==> src/rtl/shift_seq_pkg.sv <==
// shift_seq_pkg: op codes, FSM states and helpers for shift_unit_sequencer (SRA gated by SHIFT_SEQ_SRA_EN)
package shift_seq_pkg;
  localparam int WIDTH = 32;
  localparam logic [1:0] SHOP_SLL = 2'b00;
  localparam logic [1:0] SHOP_SRL = 2'b01;
  localparam logic [1:0] SHOP_SRA = 2'b10;
  localparam logic [1:0] SHOP_ILL = 2'b11;
  typedef enum logic [1:0] {IDLE, PASS1, PASS2, HOLD} state_t;
  function automatic logic [WIDTH-1:0] bitrev(input logic [WIDTH-1:0] x);
    for (int i = 0; i < WIDTH; i++) bitrev[i] = x[WIDTH-1-i];
  endfunction
  function automatic logic op_ill(input logic [1:0] op);
`ifdef SHIFT_SEQ_SRA_EN
    op_ill = op == SHOP_ILL;
`else
    op_ill = op[1];
`endif
  endfunction
endpackage

==> src/rtl/shift_seq_rr_arb.sv <==
// shift_seq_rr_arb: two-way round-robin arbiter producing a one-hot grant
module shift_seq_rr_arb
  import shift_seq_pkg::*;
(
  input  logic [1:0] valid,
  input  logic       last_grant,
  output logic [1:0] grant
);
  assign grant[0] = valid[0] & (~valid[1] | last_grant);
  assign grant[1] = valid[1] & (~valid[0] | ~last_grant);
endmodule

==> src/rtl/shift_unit_sequencer.sv <==
// shift_unit_sequencer: shares an external left shifter between two requesters, SLL/SRL (SRA with SHIFT_SEQ_SRA_EN)
module shift_unit_sequencer #(
  parameter int WIDTH   = 32,
  parameter bit RR_INIT = 1'b1
) (
  input  logic             clk,
  input  logic             rst_n,
  input  logic             req0_valid,
  output logic             req0_ready,
  input  logic [1:0]       req0_op,
  input  logic [WIDTH-1:0] req0_data,
  input  logic [WIDTH-1:0] req0_amt,
  input  logic             req1_valid,
  output logic             req1_ready,
  input  logic [1:0]       req1_op,
  input  logic [WIDTH-1:0] req1_data,
  input  logic [WIDTH-1:0] req1_amt,
  output logic             resp_valid,
  input  logic             resp_ready,
  output logic             resp_id,
  output logic [WIDTH-1:0] resp_data,
  output logic             resp_err,
  output logic [WIDTH-1:0] sh_a,
  output logic [WIDTH-1:0] sh_b,
  input  logic [WIDTH-1:0] sh_out
);
  import shift_seq_pkg::*;
  state_t           state;
  logic             last_grant;
  logic             id_q;
  logic [1:0]       op_q;
  logic [1:0]       grant;
  logic [1:0]       sel_op;
  logic [WIDTH-1:0] sel_data;
  logic [WIDTH-1:0] sel_amt;
`ifdef SHIFT_SEQ_SRA_EN
  logic             sign_q;
  logic [WIDTH-1:0] amt_q;
`endif
  shift_seq_rr_arb u_arb (
    .valid      ({req1_valid, req0_valid}),
    .last_grant (last_grant),
    .grant      (grant)
  );
  assign req0_ready = rst_n && state == IDLE && grant[0];
  assign req1_ready = rst_n && state == IDLE && grant[1];
  assign sel_op   = grant[1] ? req1_op   : req0_op;
  assign sel_data = grant[1] ? req1_data : req0_data;
  assign sel_amt  = grant[1] ? req1_amt  : req0_amt;
  always_ff @(posedge clk) begin
    if (!rst_n) begin
      state      <= IDLE;
      last_grant <= RR_INIT;
      id_q       <= 1'b0;
      op_q       <= SHOP_SLL;
      resp_valid <= 1'b0;
      resp_id    <= 1'b0;
      resp_data  <= '0;
      resp_err   <= 1'b0;
      sh_a       <= '0;
      sh_b       <= '0;
`ifdef SHIFT_SEQ_SRA_EN
      sign_q     <= 1'b0;
      amt_q      <= '0;
`endif
    end else begin
      case (state)
        IDLE: if (|grant) begin
          id_q       <= grant[1];
          last_grant <= grant[1];
          op_q       <= sel_op;
          sh_a       <= op_ill(sel_op) ? '0 : sel_op == SHOP_SLL ? sel_data : bitrev(sel_data);
          sh_b       <= op_ill(sel_op) ? '0 : sel_amt;
`ifdef SHIFT_SEQ_SRA_EN
          sign_q     <= sel_data[WIDTH-1];
          amt_q      <= sel_amt;
`endif
          state      <= PASS1;
        end
        PASS1: begin
          resp_data <= op_ill(op_q) ? '0 : op_q == SHOP_SLL ? sh_out : bitrev(sh_out);
          resp_err  <= op_ill(op_q);
          resp_id   <= id_q;
`ifdef SHIFT_SEQ_SRA_EN
          sh_a       <= op_q == SHOP_SRA ? '1 : '0;
          sh_b       <= op_q == SHOP_SRA ? amt_q : '0;
          resp_valid <= op_q != SHOP_SRA;
          state      <= op_q == SHOP_SRA ? PASS2 : HOLD;
`else
          sh_a       <= '0;
          sh_b       <= '0;
          resp_valid <= 1'b1;
          state      <= HOLD;
`endif
        end
`ifdef SHIFT_SEQ_SRA_EN
        PASS2: begin
          resp_data  <= resp_data | (sign_q ? ~bitrev(sh_out) : '0);
          sh_a       <= '0;
          sh_b       <= '0;
          resp_valid <= 1'b1;
          state      <= HOLD;
        end
`endif
        HOLD: if (resp_ready) begin
          resp_valid <= 1'b0;
          state      <= IDLE;
        end
        default: state <= IDLE;
      endcase
    end
  end
endmodule

==> config.mk <==
export PLATFORM = sky130hd
export DESIGN_NAME = shift_unit_sequencer
export DESIGN_NICKNAME = d
export VERILOG_FILES = /design/src/rtl/shift_seq_pkg.sv /design/src/rtl/shift_seq_rr_arb.sv /design/src/rtl/shift_unit_sequencer.sv
export SDC_FILE = /design/constraint.sdc
export NUM_CORES = 1
export LEC_CHECK = 0
export CAP_MARGIN = 20
export CORE_AREA = 2 2 106 108
export CTS_CLUSTER_DIAMETER = 100
export DETAILED_ROUTE_END_ITERATION = 8
export DIE_AREA = 0 0 108 110
export DONT_BUFFER_PORTS = 1
export MAX_ROUTING_LAYER = met4
export PLACE_DENSITY_LB_ADDON = 0.1
export SLEW_MARGIN = 30
export SYNTH_ARGS = -nofsm -noshare
export SYNTH_HDL_FRONTEND = slang
export SYNTH_SLANG_ARGS = --single-unit
==> constraint.sdc <==
create_clock -name clk -period 3.45 [get_ports clk]
set_input_delay 0.69 -clock clk [delete_from_list [all_inputs] [get_ports clk]]
set_output_delay 0.69 -clock clk [all_outputs]
set_load 0.02 [all_outputs]
# [Word level (Yosys, flattened, before mapping)]
# Cells that the tools add are included.
[totals] register_bits=105 output_inout_bits=101 input_bits=169 wordCells=51
[classes] bitwise_logic=7 n_reduce_logical=13 n_mux=17 n_eq_ne=4
[ops] op="32-bit two-way mux" count=9
[ops] op="32-bit one-hot mux with 2 select lines" count=2
[ops] op="2-bit AND reduction" count=4
[ops] op="2-bit zero test" count=3
[ops] op="2-bit two-way mux" count=3
[ops] op="2-bit one-hot mux with 3 select lines" count=1
[ops] op="2-bit nonzero test" count=2
[ops] op="1-bit logical AND" count=3
[ops] op="1-bit inverter" count=3
[ops] op="1-bit bitwise AND" count=2
[ops] op="2-bit by 1-bit equality test with 1-bit output (second input constant)" count=1
[ops] op="2-bit equality test (second input constant)" count=1
[ops] op="2-bit by 1-bit inequality test with 1-bit output (second input constant)" count=1
[ops] op="2-bit inequality test (second input constant)" count=1
[ops] op="1-bit bitwise OR" count=2
[ops] op="1-bit one-hot mux with 2 select lines" count=1
[ops] op="2-bit OR reduction" count=1
[ops] op="1-bit two-way mux" count=1

# [Depth between registers and ports, before layout]
[depth] depth_word=9 mapped_depth=8 mapped_depth_nobuf=4

# [By module]
# A second synthesis with hierarchy kept.
[hier_totals] cells_unflattened=510 hier_area_um2=5231.3
[by_module_without_submodules] mod="shift_unit_sequencer" seq_area_each_um2=2102.0 area_each_um2=5212.5 n_inst=1 cells_per_inst=507
[by_module_without_submodules] mod="shift_seq_rr_arb" seq_area_each_um2=0.0 area_each_um2=18.8 n_inst=1 cells_per_inst=3

# [Least setup slack after synthesis]
# No wires, ideal clock.
[synth_timing] path_kind="input to output" startpoint="input req0_valid" endpoint="output req1_ready" required_ns=2.760 n_path_buf=4 slack_ns=1.016 path_stages=6 arrival_time_ns=1.744 cell_sequence="buf_4 -> a21bo_1 -> buf_2 -> buf_4 -> buf_2 -> nor2_1"
[synth_via] elab_chain_len=4
[synth_lines] item="from (decl)" line="shift_unit_sequencer.sv:8" rtl="input logic req0_valid,"
[synth_lines] item="1-bit inverter" line="shift_seq_rr_arb.sv:10" rtl="assign grant[1] = valid[1] & (~valid[0] | ~last_grant);"
[synth_lines] item="1-bit bitwise OR" line="shift_seq_rr_arb.sv:10"
[synth_lines] item="1-bit bitwise AND" line="shift_seq_rr_arb.sv:10"
[synth_lines] item="1-bit logical AND" line="shift_unit_sequencer.sv:46" rtl="assign req1_ready = rst_n && state == IDLE && grant[1];"
[synth_lines] item="to (decl)" line="shift_unit_sequencer.sv:14" rtl="output logic req1_ready,"
# No other way between the ends.

# [Final worst setup path]
[layout_timing] startpoint="register state[1]" endpoint="output req1_ready"
[layout_via] elab_chain_len=3
[layout_lines] item="from (decl)" line="shift_unit_sequencer.sv:28" rtl="state_t state;"
[layout_lines] item="from (signal assigned)" line="shift_unit_sequencer.sv:52" rtl="state <= IDLE;"
[layout_lines] item="from (signal assigned)" line="shift_unit_sequencer.sv:78" rtl="state <= PASS1;"
[layout_lines] item="from (signal assigned)" line="shift_unit_sequencer.sv:93" rtl="state <= HOLD;"
[layout_lines] item="2-bit zero test" line="shift_unit_sequencer.sv:46"
[layout_lines] item="1-bit logical AND (2 in a row)" line="shift_unit_sequencer.sv:46"
# No other way between the ends.

==> results.md <==
| Parameter | Reported | Unit |
|:---|:---|:---|
| Run status | complete, no violations | - |
| Met3 usage in global routing | 7.11 | % |
| H-Tree Depth | 3 | - |
| Half-perimeter wire length after detailed placement | 10.1 | mm |
| Max Cap Viol | 0 | - |
| Global routing usage summed across all routing layers | 23.7 | % |
| Post-Place Worst Slack | 1.23 | ns |
| Cell type with the highest aggregate area in the netlist | sky130_fd_sc_hd__dfxtp_1 | - |
| GR met2 Demand/Resource | 38.5 | % |
| Antenna Diode Count | 0 | - |
| Required time at the endpoint of the critical path | 2.76 | ns |
| Number of warning messages in the yosys log | 0 | - |
| CTS sink count | 105 | - |
| Leak | 2.13 | nW |
| Rows | 38 | - |
| First-pass DRT Iterations | 4 | - |
| Tightest Hold Check Type | in -> reg | - |
| Smallest setup slack after layout | 1.30 | ns |
| Synthesized cell area | 5580 | µm² |
| Aggregate negative setup slack | 0 | ns |
| Power, Total | 2.65 | mW |
| Initial core utilization | 52.2 | % |
| Portion of total power attributed to combinational logic | 18.3 | % |
| Total wire length | 14.6 | mm |
| Number of nets in the synthesized netlist | 764 | - |
| Count of final setup violators | 0 | - |
| Clock tree from TritonCTS | yes | - |
| Net switching component of the power | 0.843 | mW |
| Type of destination of the critical path | output pin | - |
| Vias in the first global route | 4287 | - |
| Time the worst path needs with I/O delays and setup | 2.15 | ns |
| Count of routing violations after the opening detailed-route iteration | 315 | - |
| Die footprint | 11900 | µm² |
| Chip Height | 110 | µm |
| Worst IR drop on VDD | 0.204 | mV |
| Reg area | 2100 | µm² |
| Highest-utilization routing layer at the global route stage | met2 | - |
| Worst-case headroom to the max-slew limit | 50.7 | % |
| Critical path data arrival time | 1.46 | ns |
| CTS-repair resized insts | 0 | - |
| Clock latency of the later-clocked register in the worst-skew pair | 0.36 | ns |
| Critical path type | reg -> out | - |
| Via density per instance | 6.49 | - |
| Post-CTS setup buffers | 0 | - |
| Fill cell total of the finished layout | 1024 | - |
| Avg Cell Area, Syn | 9.38 | µm² |
| Most frequent cells in the layout | 105 x sky130_fd_sc_hd__dfxtp_1, 73 x sky130_fd_sc_hd__nand2_1, 66 x sky130_fd_sc_hd__mux2i_1, 35 x sky130_fd_sc_hd__nor2b_1, 33 x sky130_fd_sc_hd__o22ai_1 | - |
| Number of pins with negative max-slew slack in the final report | 0 | - |
| Worst-margin pin slew | 0.739 | ns |
| Leading cell type in the layout, fill and taps excluded | sky130_fd_sc_hd__dfxtp_1 | - |
| Inserted Clock Buffers | 9 | - |
| Clock transition at the registers of the reported paths | 0.10 | ns |
| Port buffer count | 0 | - |
| Remaining antenna violation count after routing | 0 | - |
| Per-cell routed wire length | 21.0 | µm |
| Maximum operating frequency | 466 | MHz |
| Met1 track utilization from global routing | 28.2 | % |
| Top-area cell type share of the netlist area | 37.7 | % |
| Detailed-route DRC error count | 0 | - |
| Final hold slack | 0.425 | ns |
| Area used by multi-input combinational logic | 3180 | µm² |
| Element type at the critical path start | flop | - |
| Clock network fraction of total power | 26.8 | % |
| Number of cells after detailed placement | 682 | - |
| Number of antenna violations at the first check in global routing | 0 | - |
| First-pass GRT wire length | 21.7 | mm |
| Internal | 1.80 | mW |
| Pin count of the biggest net entering global routing | 76 | - |
| Die outline width | 108 | µm |
| Power per Cell Area | 464 | nW/µm² |
| Share of layout cells above drive strength 1 | 7.54 | % |
| Setup repair after global routing missed its margin | false | - |
| Layout net count | 722 | - |
| Sequential share of power | 54.8 | % |
| Final hold viol count | 0 | - |
| Area growth from synthesis to layout | 2.24 | % |
| Largest fanout on the critical path | 6 | - |
| Count of distinct cell types in the synthesized netlist | 34 | - |
| Post-synthesis sequential element count | 105 | - |
| IO Count | 270 | - |
| Routability Congestion | 0.811 | - |
| Number of standard cells in the layout, taps in and fillers out | 697 | - |
| Core footprint | 10700 | µm² |
| Total number of vias | 4526 | - |
| Worst clock skew | 0.00998 | ns |
| GRT overflow | 0 | - |
| Switching share of total power | 31.8 | % |
| Buffer depth of the longest clock path | 2 | - |
| # hold bufs at CTS | 0 | - |
| Fraction of the yosys area taken by sequential cells | 37.7 | % |
| Synth area leaders | sky130_fd_sc_hd__dfxtp_1 38%, sky130_fd_sc_hd__mux2i_1 12%, sky130_fd_sc_hd__a211o_1 5.0%, sky130_fd_sc_hd__a22o_1 5.0%, sky130_fd_sc_hd__nand2_1 4.9% | - |
| Final critical-path share of the clock period | 62.2 | % |
| Gate Count Post-Synth | 595 | - |
| Root cell of the clock tree | sky130_fd_sc_hd__clkbuf_8 | - |
-- critical path, stage by stage (launching register included) --
cell	delay, ns
sky130_fd_sc_hd__dfxtp_1	0.36
sky130_fd_sc_hd__nor2_1	0.15
sky130_fd_sc_hd__nand2_1	0.16
sky130_fd_sc_hd__nor2_1	0.43
-- cells in the mapped netlist (all sizes together) --
cell type and number:
a211o 32, a211oi 1, a21bo 1, a21boi 34, a21o 1, a21oi 2, a22o 32, a22oi 32
and2 1, buf 37, clkbuf 26, dfxtp 105, mux2 32, mux2i 66, nand2 73, nand2b 3
nand3 1, nand3b 32, nor2 8, nor2b 35, nor3 1, nor3b 1, o211a 1, o21ai 2
o22ai 33, or2 3
-- power groups by stage --
stage               logic, mW  registers [mW]  clock network (mW)
floorplan               0.450            1.46                   0
global placement        0.478            1.48                   0
detailed placement      0.487            1.48                   0
CTS                     0.489            1.45               0.738
global route            0.538            1.46               0.788
finish                  0.486            1.45               0.711
-- worst paths after layout --
kind         slack (ns)  depth (start not counted)  startpoint         end
max                1.30                          3    state[1]  req1_ready
min                0.43                          1  resp_ready    state[1]
max reg2reg        1.56                          5  last_grant    sh_b[31]
min reg2reg        0.47                          2        id_q        id_q
-- registers in the layout (all words and copies together), names as in the netlist --
register and cells:
resp_data 32, last_grant 1, resp_id 1, op_q 2
state 2, id_q 1, resp_valid 1, sh_a 32
resp_err 1, sh_b 32
-- stage by stage --
stage / utilization, % / instance area [µm²]
floorplan: - / 5580
CTS: 53.4 / 5710
detailed placement: 51.7 / 5530
global route: 53.4 / 5710
finish: 53.4 / 5710
global placement: 51.7 / 5530
-- logic make-up (layout without fill, tap and decap cells) --
| kind of cell | after synthesis | count (layout) | synth area share (%) |
|---|---|---|---|
| compound gates | 171 | 171 | 23.7 |
| flops | 105 | 105 | 37.7 |
| mux | 98 | 98 | 18.3 |
| buf+inv | 63 | 25 | 5.51 |
| simple gates | 158 | 158 | 14.8 |
-- area by class of cell --
| class | count | area share, % |
|---|---|---|
| clock buffers | 10 | 2.41 |
| clock inverters | 5 | 0.701 |
| multi-input cells | 427 | 55.7 |
| flip-flops and latches | 105 | 36.8 |
| well taps | 140 | 3.07 |
| repair buffers | 10 | 1.32 |
-- per-layer routing --
| metal | up-vias | routed length [µm] |
|---|---|---|
| met3 | 25 | 1420 |
| li1 | 2095 | - |
| met5 | - | 0 |
| met4 | 0 | 302 |
| met2 | 190 | 7080 |
| met1 | 2216 | 5830 |
No activity file was read; power rests on OpenSTA's default activity.
